==> src/rtl/dmem_pkg.sv <==
// dmem_pkg: shared definitions for the data-memory port arbiter.
//   - access size encodings (SIZE_BYTE/HALF/WORD; the fourth code is illegal)
//   - requester port indices
//   - arbiter FSM state type
//   - gen_mask():     byte-lane write mask for a sized access
//   - load_extract(): lane select plus sign/zero extension of load data
package dmem_pkg;

   localparam logic [1:0] SIZE_BYTE = 2'd0;
   localparam logic [1:0] SIZE_HALF = 2'd1;
   localparam logic [1:0] SIZE_WORD = 2'd2;

   localparam logic PORT0 = 1'b0;
   localparam logic PORT1 = 1'b1;

   // StLockN means port N owns the memory until the lock is released.
   typedef enum logic [1:0] {
      StFree  = 2'd0,
      StLock0 = 2'd1,
      StLock1 = 2'd2
   } arb_state_e;

   function automatic logic [3:0] gen_mask(input logic [1:0] size, input logic [1:0] addr_lo);
      logic [3:0] mask;
      case (size)
         SIZE_BYTE: mask = 4'b0001 << addr_lo;
         SIZE_HALF: mask = addr_lo[1] ? 4'b1100 : 4'b0011;
         SIZE_WORD: mask = 4'b1111;
         default:   mask = 4'b0000;
      endcase
      return mask;
   endfunction

   function automatic logic [31:0] load_extract(input logic [31:0] word,
                                                input logic [1:0]  size,
                                                input logic [1:0]  addr_lo,
                                                input logic        is_unsigned);
      logic [31:0] shifted;
      logic [31:0] result;
      // Move the addressed lane down to bit 0; halves are aligned so this also works for them.
      shifted = word >> {addr_lo, 3'b000};
      case (size)
         SIZE_BYTE: result = is_unsigned ? {24'b0, shifted[7:0]}
                                         : {{24{shifted[7]}}, shifted[7:0]};
         SIZE_HALF: result = is_unsigned ? {16'b0, shifted[15:0]}
                                         : {{16{shifted[15]}}, shifted[15:0]};
         SIZE_WORD: result = word;
         default:   result = 32'b0;
      endcase
      return result;
   endfunction

endpackage

==> src/rtl/dmem_port_arbiter_if.sv <==
// dmem_port_arbiter_if: one requester's request/response bundle.
//   valid/ready        request handshake, transfer when both high
//   write              1 = store, 0 = load
//   addr               byte address
//   wdata              right-aligned store data
//   size               0 byte, 1 half, 2 word, 3 illegal
//   is_unsigned        zero-extend loads
//   lock               keep the grant for the next cycle
//   resp_valid         one-cycle response pulse
//   resp_rdata         load result (0 for stores and errors)
//   resp_error         misaligned, out-of-range or illegal size
// master = requester side, slave = arbiter side.
interface dmem_port_arbiter_if;
   logic        valid;
   logic        ready;
   logic        write;
   logic [31:0] addr;
   logic [31:0] wdata;
   logic [1:0]  size;
   logic        is_unsigned;
   logic        lock;
   logic        resp_valid;
   logic [31:0] resp_rdata;
   logic        resp_error;

   modport master (
      output valid, write, addr, wdata, size, is_unsigned, lock,
      input  ready, resp_valid, resp_rdata, resp_error
   );

   modport slave (
      input  valid, write, addr, wdata, size, is_unsigned, lock,
      output ready, resp_valid, resp_rdata, resp_error
   );
endinterface

==> src/rtl/dmem_lane_align.sv <==
// dmem_lane_align: combinational byte-lane handling for one memory access.
//   size_i, addr_lo_i   access size and byte offset within the word
//   wdata_i             right-aligned store data
//   rdata_i             raw memory word
//   unsigned_i          zero-extend loads
//   wdata_o             store data replicated across every lane it may land in
//   mask_o              byte-lane write mask
//   load_o              extracted and extended load value
module dmem_lane_align
   import dmem_pkg::*;
(
   input  logic [1:0]  size_i,
   input  logic [1:0]  addr_lo_i,
   input  logic [31:0] wdata_i,
   input  logic [31:0] rdata_i,
   input  logic        unsigned_i,
   output logic [31:0] wdata_o,
   output logic [3:0]  mask_o,
   output logic [31:0] load_o
);

   always_comb begin
      wdata_o = wdata_i;
      case (size_i)
         SIZE_BYTE: wdata_o = {4{wdata_i[7:0]}};
         SIZE_HALF: wdata_o = {2{wdata_i[15:0]}};
         default:   wdata_o = wdata_i;
      endcase
   end

   assign mask_o = gen_mask(size_i, addr_lo_i);
   assign load_o = load_extract(rdata_i, size_i, addr_lo_i, unsigned_i);

endmodule

==> src/rtl/dmem_port_arbiter.sv <==
// dmem_port_arbiter: shares a single-port word memory between two requesters.
//   clk_i, reset_i        clock, synchronous active-high reset
//   r0_if, r1_if          requester ports (0 = load/store unit, 1 = debug/loader)
//   mem_write_enable_o    memory write strobe
//   mem_address_o         word address
//   mem_write_data_o      lane-replicated store data
//   mem_write_mask_o      byte-lane mask
//   mem_read_data_i       combinational read data for mem_address_o
// Round-robin between valid requesters; a requester may hold the memory with
// lock for at most LOCK_MAX consecutive grants. Responses are registered and
// appear exactly one cycle after acceptance on the granted port only.
module dmem_port_arbiter
   import dmem_pkg::*;
#(
   parameter int unsigned ADDR_WIDTH = 10,
   parameter int unsigned LOCK_MAX   = 4
) (
   input  logic                  clk_i,
   input  logic                  reset_i,
   dmem_port_arbiter_if.slave    r0_if,
   dmem_port_arbiter_if.slave    r1_if,
   output logic                  mem_write_enable_o,
   output logic [ADDR_WIDTH-1:0] mem_address_o,
   output logic [31:0]           mem_write_data_o,
   output logic [3:0]            mem_write_mask_o,
   input  logic [31:0]           mem_read_data_i
);

   localparam logic [3:0] LockMax = 4'(LOCK_MAX);

   arb_state_e        state_q, state_d;
   logic              last_grant_q, last_grant_d;
   logic [3:0]        lock_cnt_q, lock_cnt_d;
   logic [3:0]        lock_cnt_inc;

   logic              gnt0, gnt1;
   logic              sel;
   logic              accept;
   logic              sel_write;
   logic [31:0]       sel_addr;
   logic [31:0]       sel_wdata;
   logic [1:0]        sel_size;
   logic              sel_unsigned;
   logic              sel_lock;
   logic              misaligned;
   logic              out_of_range;
   logic              req_error;

   logic [31:0]       align_wdata;
   logic [3:0]        align_mask;
   logic [31:0]       align_load;
   logic [31:0]       resp_data;

   logic [1:0]        resp_valid_q, resp_valid_d;
   logic [1:0][31:0]  resp_rdata_q, resp_rdata_d;
   logic [1:0]        resp_error_q, resp_error_d;

   // Grant: a lock owner keeps the grant even while idle so the idle cycle can release it.
   always_comb begin
      gnt0 = 1'b0;
      gnt1 = 1'b0;
      if (!reset_i) begin
         unique case (state_q)
            StLock0: gnt0 = 1'b1;
            StLock1: gnt1 = 1'b1;
            default: begin
               if (r0_if.valid && r1_if.valid) begin
                  gnt0 = last_grant_q;
                  gnt1 = !last_grant_q;
               end else begin
                  gnt0 = r0_if.valid;
                  gnt1 = r1_if.valid;
               end
            end
         endcase
      end
   end

   assign sel    = gnt1 ? PORT1 : PORT0;
   assign accept = (gnt0 && r0_if.valid) || (gnt1 && r1_if.valid);

   assign sel_write    = gnt1 ? r1_if.write       : r0_if.write;
   assign sel_addr     = gnt1 ? r1_if.addr        : r0_if.addr;
   assign sel_wdata    = gnt1 ? r1_if.wdata       : r0_if.wdata;
   assign sel_size     = gnt1 ? r1_if.size        : r0_if.size;
   assign sel_unsigned = gnt1 ? r1_if.is_unsigned : r0_if.is_unsigned;
   assign sel_lock     = gnt1 ? r1_if.lock        : r0_if.lock;

   always_comb begin
      misaligned = 1'b0;
      case (sel_size)
         SIZE_BYTE: misaligned = 1'b0;
         SIZE_HALF: misaligned = sel_addr[0];
         SIZE_WORD: misaligned = |sel_addr[1:0];
         default:   misaligned = 1'b1;
      endcase
   end

   assign out_of_range = |sel_addr[31:ADDR_WIDTH+2];
   assign req_error    = misaligned || out_of_range;

   dmem_lane_align u_lane_align (
      .size_i     (sel_size),
      .addr_lo_i  (sel_addr[1:0]),
      .wdata_i    (sel_wdata),
      .rdata_i    (mem_read_data_i),
      .unsigned_i (sel_unsigned),
      .wdata_o    (align_wdata),
      .mask_o     (align_mask),
      .load_o     (align_load)
   );

   assign mem_write_enable_o = accept && sel_write && !req_error;
   assign mem_address_o      = accept ? sel_addr[ADDR_WIDTH+1:2] : '0;
   assign mem_write_data_o   = mem_write_enable_o ? align_wdata : '0;
   assign mem_write_mask_o   = mem_write_enable_o ? align_mask : '0;

   // Arbiter FSM, lock counter and round-robin pointer.
   assign lock_cnt_inc = lock_cnt_q + 4'd1;

   always_comb begin
      state_d      = state_q;
      lock_cnt_d   = lock_cnt_q;
      last_grant_d = last_grant_q;
      if (accept) begin
         last_grant_d = sel;
         // Reaching LockMax on this grant releases immediately.
         if (sel_lock && (lock_cnt_inc < LockMax)) begin
            state_d    = gnt1 ? StLock1 : StLock0;
            lock_cnt_d = lock_cnt_inc;
         end else begin
            state_d    = StFree;
            lock_cnt_d = 4'd0;
         end
      end else if (state_q != StFree) begin
         // Owner dropped valid while holding the lock.
         state_d    = StFree;
         lock_cnt_d = 4'd0;
      end
   end

   assign resp_data = (sel_write || req_error) ? 32'b0 : align_load;

   always_comb begin
      resp_valid_d = '0;
      resp_rdata_d = '0;
      resp_error_d = '0;
      if (accept) begin
         resp_valid_d[sel] = 1'b1;
         resp_rdata_d[sel] = resp_data;
         resp_error_d[sel] = req_error;
      end
   end

   always_ff @(posedge clk_i) begin
      if (reset_i) begin
         state_q      <= StFree;
         lock_cnt_q   <= 4'd0;
         last_grant_q <= PORT1;
         resp_valid_q <= '0;
         resp_rdata_q <= '0;
         resp_error_q <= '0;
      end else begin
         state_q      <= state_d;
         lock_cnt_q   <= lock_cnt_d;
         last_grant_q <= last_grant_d;
         resp_valid_q <= resp_valid_d;
         resp_rdata_q <= resp_rdata_d;
         resp_error_q <= resp_error_d;
      end
   end

   assign r0_if.ready      = gnt0;
   assign r1_if.ready      = gnt1;
   assign r0_if.resp_valid = resp_valid_q[0];
   assign r1_if.resp_valid = resp_valid_q[1];
   assign r0_if.resp_rdata = resp_rdata_q[0];
   assign r1_if.resp_rdata = resp_rdata_q[1];
   assign r0_if.resp_error = resp_error_q[0];
   assign r1_if.resp_error = resp_error_q[1];

endmodule

==> src/flat_wrapper.sv <==
// flat-port wrapper written by rule: the top's interface ports become plain ports
module dmem_port_arbiter_flat import dmem_pkg::*;
#(
   parameter int unsigned ADDR_WIDTH = 10,
   parameter int unsigned LOCK_MAX   = 4
)
  (clk_i, reset_i, mem_write_enable_o, mem_address_o, mem_write_data_o, mem_write_mask_o, mem_read_data_i, r0_if_valid, r0_if_write, r0_if_addr, r0_if_wdata, r0_if_size, r0_if_is_unsigned, r0_if_lock, r0_if_ready, r0_if_resp_valid, r0_if_resp_rdata, r0_if_resp_error, r1_if_valid, r1_if_write, r1_if_addr, r1_if_wdata, r1_if_size, r1_if_is_unsigned, r1_if_lock, r1_if_ready, r1_if_resp_valid, r1_if_resp_rdata, r1_if_resp_error);
  dmem_port_arbiter_if r0_if_i ();
  dmem_port_arbiter_if r1_if_i ();
  input  logic clk_i;
  input  logic reset_i;
  output logic mem_write_enable_o;
  output logic [ADDR_WIDTH-1:0] mem_address_o;
  output logic [31:0] mem_write_data_o;
  output logic [3:0] mem_write_mask_o;
  input  logic [31:0] mem_read_data_i;
  input wire logic [$bits(r0_if_i.valid)-1:0] r0_if_valid;
  input wire logic [$bits(r0_if_i.write)-1:0] r0_if_write;
  input wire logic [$bits(r0_if_i.addr)-1:0] r0_if_addr;
  input wire logic [$bits(r0_if_i.wdata)-1:0] r0_if_wdata;
  input wire logic [$bits(r0_if_i.size)-1:0] r0_if_size;
  input wire logic [$bits(r0_if_i.is_unsigned)-1:0] r0_if_is_unsigned;
  input wire logic [$bits(r0_if_i.lock)-1:0] r0_if_lock;
  output wire logic [$bits(r0_if_i.ready)-1:0] r0_if_ready;
  output wire logic [$bits(r0_if_i.resp_valid)-1:0] r0_if_resp_valid;
  output wire logic [$bits(r0_if_i.resp_rdata)-1:0] r0_if_resp_rdata;
  output wire logic [$bits(r0_if_i.resp_error)-1:0] r0_if_resp_error;
  input wire logic [$bits(r1_if_i.valid)-1:0] r1_if_valid;
  input wire logic [$bits(r1_if_i.write)-1:0] r1_if_write;
  input wire logic [$bits(r1_if_i.addr)-1:0] r1_if_addr;
  input wire logic [$bits(r1_if_i.wdata)-1:0] r1_if_wdata;
  input wire logic [$bits(r1_if_i.size)-1:0] r1_if_size;
  input wire logic [$bits(r1_if_i.is_unsigned)-1:0] r1_if_is_unsigned;
  input wire logic [$bits(r1_if_i.lock)-1:0] r1_if_lock;
  output wire logic [$bits(r1_if_i.ready)-1:0] r1_if_ready;
  output wire logic [$bits(r1_if_i.resp_valid)-1:0] r1_if_resp_valid;
  output wire logic [$bits(r1_if_i.resp_rdata)-1:0] r1_if_resp_rdata;
  output wire logic [$bits(r1_if_i.resp_error)-1:0] r1_if_resp_error;
  assign r0_if_i.valid = r0_if_valid;
  assign r0_if_i.write = r0_if_write;
  assign r0_if_i.addr = r0_if_addr;
  assign r0_if_i.wdata = r0_if_wdata;
  assign r0_if_i.size = r0_if_size;
  assign r0_if_i.is_unsigned = r0_if_is_unsigned;
  assign r0_if_i.lock = r0_if_lock;
  assign r0_if_ready = r0_if_i.ready;
  assign r0_if_resp_valid = r0_if_i.resp_valid;
  assign r0_if_resp_rdata = r0_if_i.resp_rdata;
  assign r0_if_resp_error = r0_if_i.resp_error;
  assign r1_if_i.valid = r1_if_valid;
  assign r1_if_i.write = r1_if_write;
  assign r1_if_i.addr = r1_if_addr;
  assign r1_if_i.wdata = r1_if_wdata;
  assign r1_if_i.size = r1_if_size;
  assign r1_if_i.is_unsigned = r1_if_is_unsigned;
  assign r1_if_i.lock = r1_if_lock;
  assign r1_if_ready = r1_if_i.ready;
  assign r1_if_resp_valid = r1_if_i.resp_valid;
  assign r1_if_resp_rdata = r1_if_i.resp_rdata;
  assign r1_if_resp_error = r1_if_i.resp_error;
  dmem_port_arbiter #(.ADDR_WIDTH(ADDR_WIDTH), .LOCK_MAX(LOCK_MAX)) u_core (.clk_i(clk_i), .reset_i(reset_i), .r0_if(r0_if_i), .r1_if(r1_if_i), .mem_write_enable_o(mem_write_enable_o), .mem_address_o(mem_address_o), .mem_write_data_o(mem_write_data_o), .mem_write_mask_o(mem_write_mask_o), .mem_read_data_i(mem_read_data_i));
endmodule
==> config.mk <==
export PLATFORM = sky130hd
export DESIGN_NAME = dmem_port_arbiter_flat
export DESIGN_NICKNAME = d
export VERILOG_FILES = /design/src/rtl/dmem_pkg.sv /design/src/rtl/dmem_port_arbiter_if.sv /design/src/rtl/dmem_lane_align.sv /design/src/rtl/dmem_port_arbiter.sv /design/src/flat_wrapper.sv
export SDC_FILE = /design/constraint.sdc
export NUM_CORES = 1
export LEC_CHECK = 0
export CORE_MARGIN = 8
export CORE_UTILIZATION = 37
export CTS_CLUSTER_SIZE = 12
export DETAILED_ROUTE_END_ITERATION = 6
export PLACE_DENSITY = 0.88
export SETUP_SLACK_MARGIN = 0.1
export SYNTH_ARGS = -nofsm -noshare
export SYNTH_HDL_FRONTEND = slang
export SYNTH_SLANG_ARGS = --single-unit
==> constraint.sdc <==
create_clock -name clk_i -period 4.4 [get_ports clk_i]
set_input_delay 1.32 -clock clk_i [delete_from_list [all_inputs] [get_ports clk_i]]
set_output_delay 1.32 -clock clk_i [all_outputs]
set_load 0.03 [all_outputs]
==> impl_metrics.yaml <==
critical_path:
  cp.arrival_ns: 3.29
  crit_type: "primary input to primary output"
  critical_path.max_fanout: 9
  timing.critical_path.from_type: "primary input"
  regToRegStartpoint: "u_core.state_q[1]"
  r2r_setup_slack_ns: 0.25
  rr_worst_depth: 25
  timing.rr.end: "u_core.r1_if.resp_rdata[8]"
  setup.worst_path.end_class: "primary output"
  path_common_cell: "sky130_fd_sc_hd__buf_6"
  critPathLaunch: "r0_if_valid"
  crit_path_top_delay_cell: "sky130_fd_sc_hd__o211ai_1"
  worst_path_largest_cell_delay_ns: 0.23
  capture_point_of_the_worst_path: "mem_write_data_o[27]"
  cp_data_required_time_ns: 3.08
  timing.critical_path.cells: "buf_6, buf_6, and2_4, o211ai_1, o211ai_1, buf_4, nor3_4, o221ai_4, buf_4, buf_6, clkinv_8, o211a_2, buf_6"
power:
  switching_power_mw: 0.660
  cellInternalPower_mw: 1.68
  power.switching_fraction_pct: 28.2
  static-leakage-power_nw: 3.76
  p_seq_share_pct: 29.4
  comb_power_share_pct: 33.8
  clock_power_share_pct: 36.8
  worst_ir_drop_vdd_uv: 379
  power_density_mw_per_mm2: 244
  pnr_total_power_mw: 2.34
timing:
  fin_hold_ws_ns: 0.501
  finClkSkew_ns: 0.00521
  rsz_0062_raised_after_global_routing: "true"
  finalSetupViolations: 36
  ratio_of_final_minimum_period_to_clock_period_pct: 105
  slew_viol_final: 0
  fin_setup_tns_ns: -5.33
  worst_slew_pin_slew_ns: 0.741
  relative_slew_slack_pct: 49.2
  hold_vio_cnt_final: 0
  finalCriticalPeriod_ns: 4.61
  max_freq_ghz: 0.217
  worst_slack_ns: -0.214
clock_network:
  cts_made_buffers: 9
  cts-root-buf: "sky130_fd_sc_hd__clkbuf_16"
  insertion_delay_ns: 0.32
  tritoncts_clock_tree: "yes"
  clk_pin_slew_ns: 0.06
  clockBufferDepth: 2
  number_of_clock_sinks: 75
  h-tree-depth: 3
  ctsHoldBuffers: 0
final_layout:
  area.growth.synth_to_final_pct: 110
  ff_latch_area_sq_mm: 0.00150
  finalNetCount: 1111
  multi_input_comb_area_sq_mm: 0.00337
  drive_above_1_share_pct: 33.8
  final.fill_count: 723
drt:
  avgViaCountPerCell: 5.99
  drt_wl_total_mm: 26.7
  average_wire_length_per_cell_after_detail_routing_um: 24.5
  initial_detailed_routing_violation_count: 849
  detail-route-antenna-nets: 0
  dr.pass1.iters: 7
  dr_total_vias: 6511
  route.detailed.drc: 2
hold_path:
  min-delay-start: "u_core.lock_cnt_q[1]"
  whs_path_depth: 2
  holdCritPathClass: "flop to flop"
placed_design:
  last_weighted_congestion_value_of_the_routability_driven_placer: 0.981
  place.detailed.hpwl_mm: 18.7
  place_ws_ns: -0.590
  port_buffers: 290
yosys:
  ys_dominant_reg_cell: "sky130_fd_sc_hd__dfxtp_1"
  synth_largest_area_cell: "sky130_fd_sc_hd__dfxtp_1"
  yosys_warnings: 0
  ys_types: 64
  synth.top_cells.by_area: "sky130_fd_sc_hd__dfxtp_1 33%, sky130_fd_sc_hd__mux2i_1 9.2%, sky130_fd_sc_hd__nand2_1 5.0%"
  synth_seq_cells: 75
  async_reset_ff_share_pct: 0
  synthesis.nets: 718
  ys_seq_area_share_pct: 32.9
  synth-edff-count: 0
  syn_area_per_cell_sq_um: 8.45
  yosysTopAreaCellShare_pct: 32.9
  synthCells: 540
  synthesis.area_sq_mm: 0.00456
global_route:
  global_route_wire_length_before_repair_mm: 37.9
  overflow: 0
  global_route.usage.total_pct: 30.0
  grt_antenna_before_repair: 2
  grt_max_degree: 35
  first_global_vias: 6502
run_status:
  outcome: "complete, but fails checks"
  failed_checks: "DRC, setup timing"
floorplanning:
  die-height_um: 127
  coreArea_sq_mm: 0.0120
  floorplan.rows: 40
  initial_utilization_pct: 38.0
  num_ports: 291
  die_area_sq_mm: 0.0161
  fp.dieW_um: 127
job:
  cap_viol_max_count: 0
[sequential cells by signal, indices dropped and copies added (netlist names)]
name	flops
u_core.resp_valid_q	2
u_core.last_grant_q	1
u_core.state_q	2
u_core.resp_error_q	2
u_core.r0_if.resp_rdata	32
u_core.r1_if.resp_rdata	32
u_core.lock_cnt_q	4
[power by group through the flow]
| stage | Sequential, mW | Clock [mW] | Combinational, mW |
|---|---|---|---|
| after floorplan | 0.706 | 0 | 0.289 |
| after global placement | 0.701 | 0 | 0.624 |
| after detailed placement | 0.702 | 0 | 0.636 |
| after CTS | 0.687 | 0.872 | 0.719 |
| after global routing | 0.688 | 0.900 | 0.823 |
| final | 0.688 | 0.862 | 0.791 |
[what timing repair did]
item | CTS | global route
buffers inserted | 41 | 19
hold endpoints to repair | 0 | 0
setup endpoints to repair | 47 | 75
resized for setup | 169 | 72
cloned | 2 | 0
pin swaps | 51 | 31
[kinds of logic (layout without fill, tap and decap cells)]
| kind of cell | after synthesis | in the layout | synth area share [%] |
|---|---|---|---|
| simple gates | 168 | 168 | 18.3 |
| fa+ha+maj | 4 | 4 | 1.10 |
| mux | 43 | 43 | 9.46 |
| compound gates | 195 | 195 | 32.0 |
| xor+xnor | 2 | 2 | 0.384 |
| other cells | 0 | 2 | 0 |
| buf+inv | 53 | 451 | 5.89 |
| flops | 75 | 75 | 32.9 |
[synth_stat cells (all sizes together), types with 11 or more instances]
library cell	count
a22o	11
nor2	26
nand3	31
and3	11
a21oi	35
a31oi	36
nor2b	13
nand2	61
dfxtp	75
buf	29
mux2i	42
clkbuf	15
o21ai	31
nor4	11
[metrics by stage]
stage	instances	area, sq um	utilization [%]
after floorplan	540	4740	-
after global placement	1016	8220	68.4
after detailed placement	1016	8220	68.4
after CTS	1075	9370	78.0
after global routing	1087	9580	79.8
final	1087	9580	79.8
[critical path, delay by kind of cell]
kind / cells / cell delay [ns]
buffers and inverters: 7 / 0.85
AOI/OAI and AO/OA: 4 / 0.75
and+or+nand+nor: 2 / 0.37
[worst min path at each step]
stage	to	slack, ns
floorplan	u_core.lock_cnt_q[2]	0.45
global placement	u_core.state_q[1]	0.47
detailed placement	u_core.state_q[1]	0.48
CTS	u_core.state_q[1]	0.49
finish	u_core.lock_cnt_q[1]	0.50
global route	u_core.state_q[1]	0.53
[layer usage]
metal	vias up	part of all wire [%]	track usage [%]
met1	3028	35	33.0
met5	-	0	0
met3	138	9.3	8.28
met4	0	6.9	16.2
met2	487	49	51.5
li1	2858	-	-
[placed cells by master, fill, tap and decap left out, drive strengths merged, types with 4 or more instances in the layout]
| master | synthesis | routed |
|---|---|---|
| clkdlybuf4s50 | 0 | 192 |
| a211oi | 10 | 10 |
| o211a | 10 | 10 |
| a21oi | 35 | 35 |
| a221o | 7 | 7 |
| nor2 | 26 | 26 |
| dfxtp | 75 | 75 |
| nand2b | 4 | 4 |
| clkbuf | 15 | 23 |
| o21ai | 31 | 31 |
| a222oi | 7 | 7 |
| nand3 | 31 | 31 |
| nor2b | 13 | 13 |
| a31oi | 36 | 36 |
| a32oi | 8 | 8 |
| and2 | 5 | 5 |
| mux2i | 42 | 42 |
| inv | 8 | 7 |
| nand2 | 61 | 61 |
| a2bb2oi | 8 | 8 |
| dlygate4sd2 | 0 | 21 |
| nor4 | 11 | 11 |
| ha | 4 | 4 |
| and3 | 11 | 11 |
| o211ai | 8 | 8 |
| clkdlybuf4s15 | 0 | 10 |
| a22o | 11 | 11 |
| buf | 29 | 189 |
| o22ai | 7 | 7 |
[cell type report]
cell class	count	share of cell area, %
antenna	2	0.0522
clock buffer	12	2.78
clock inverter	4	0.992
inverter	9	0.535
multi-input combinational	412	35.2
sequential	75	15.7
tap	147	1.92
timing repair buffer	425	42.8
timing repair inverter	1	0.0783
(Power assumes the default switching activity.)
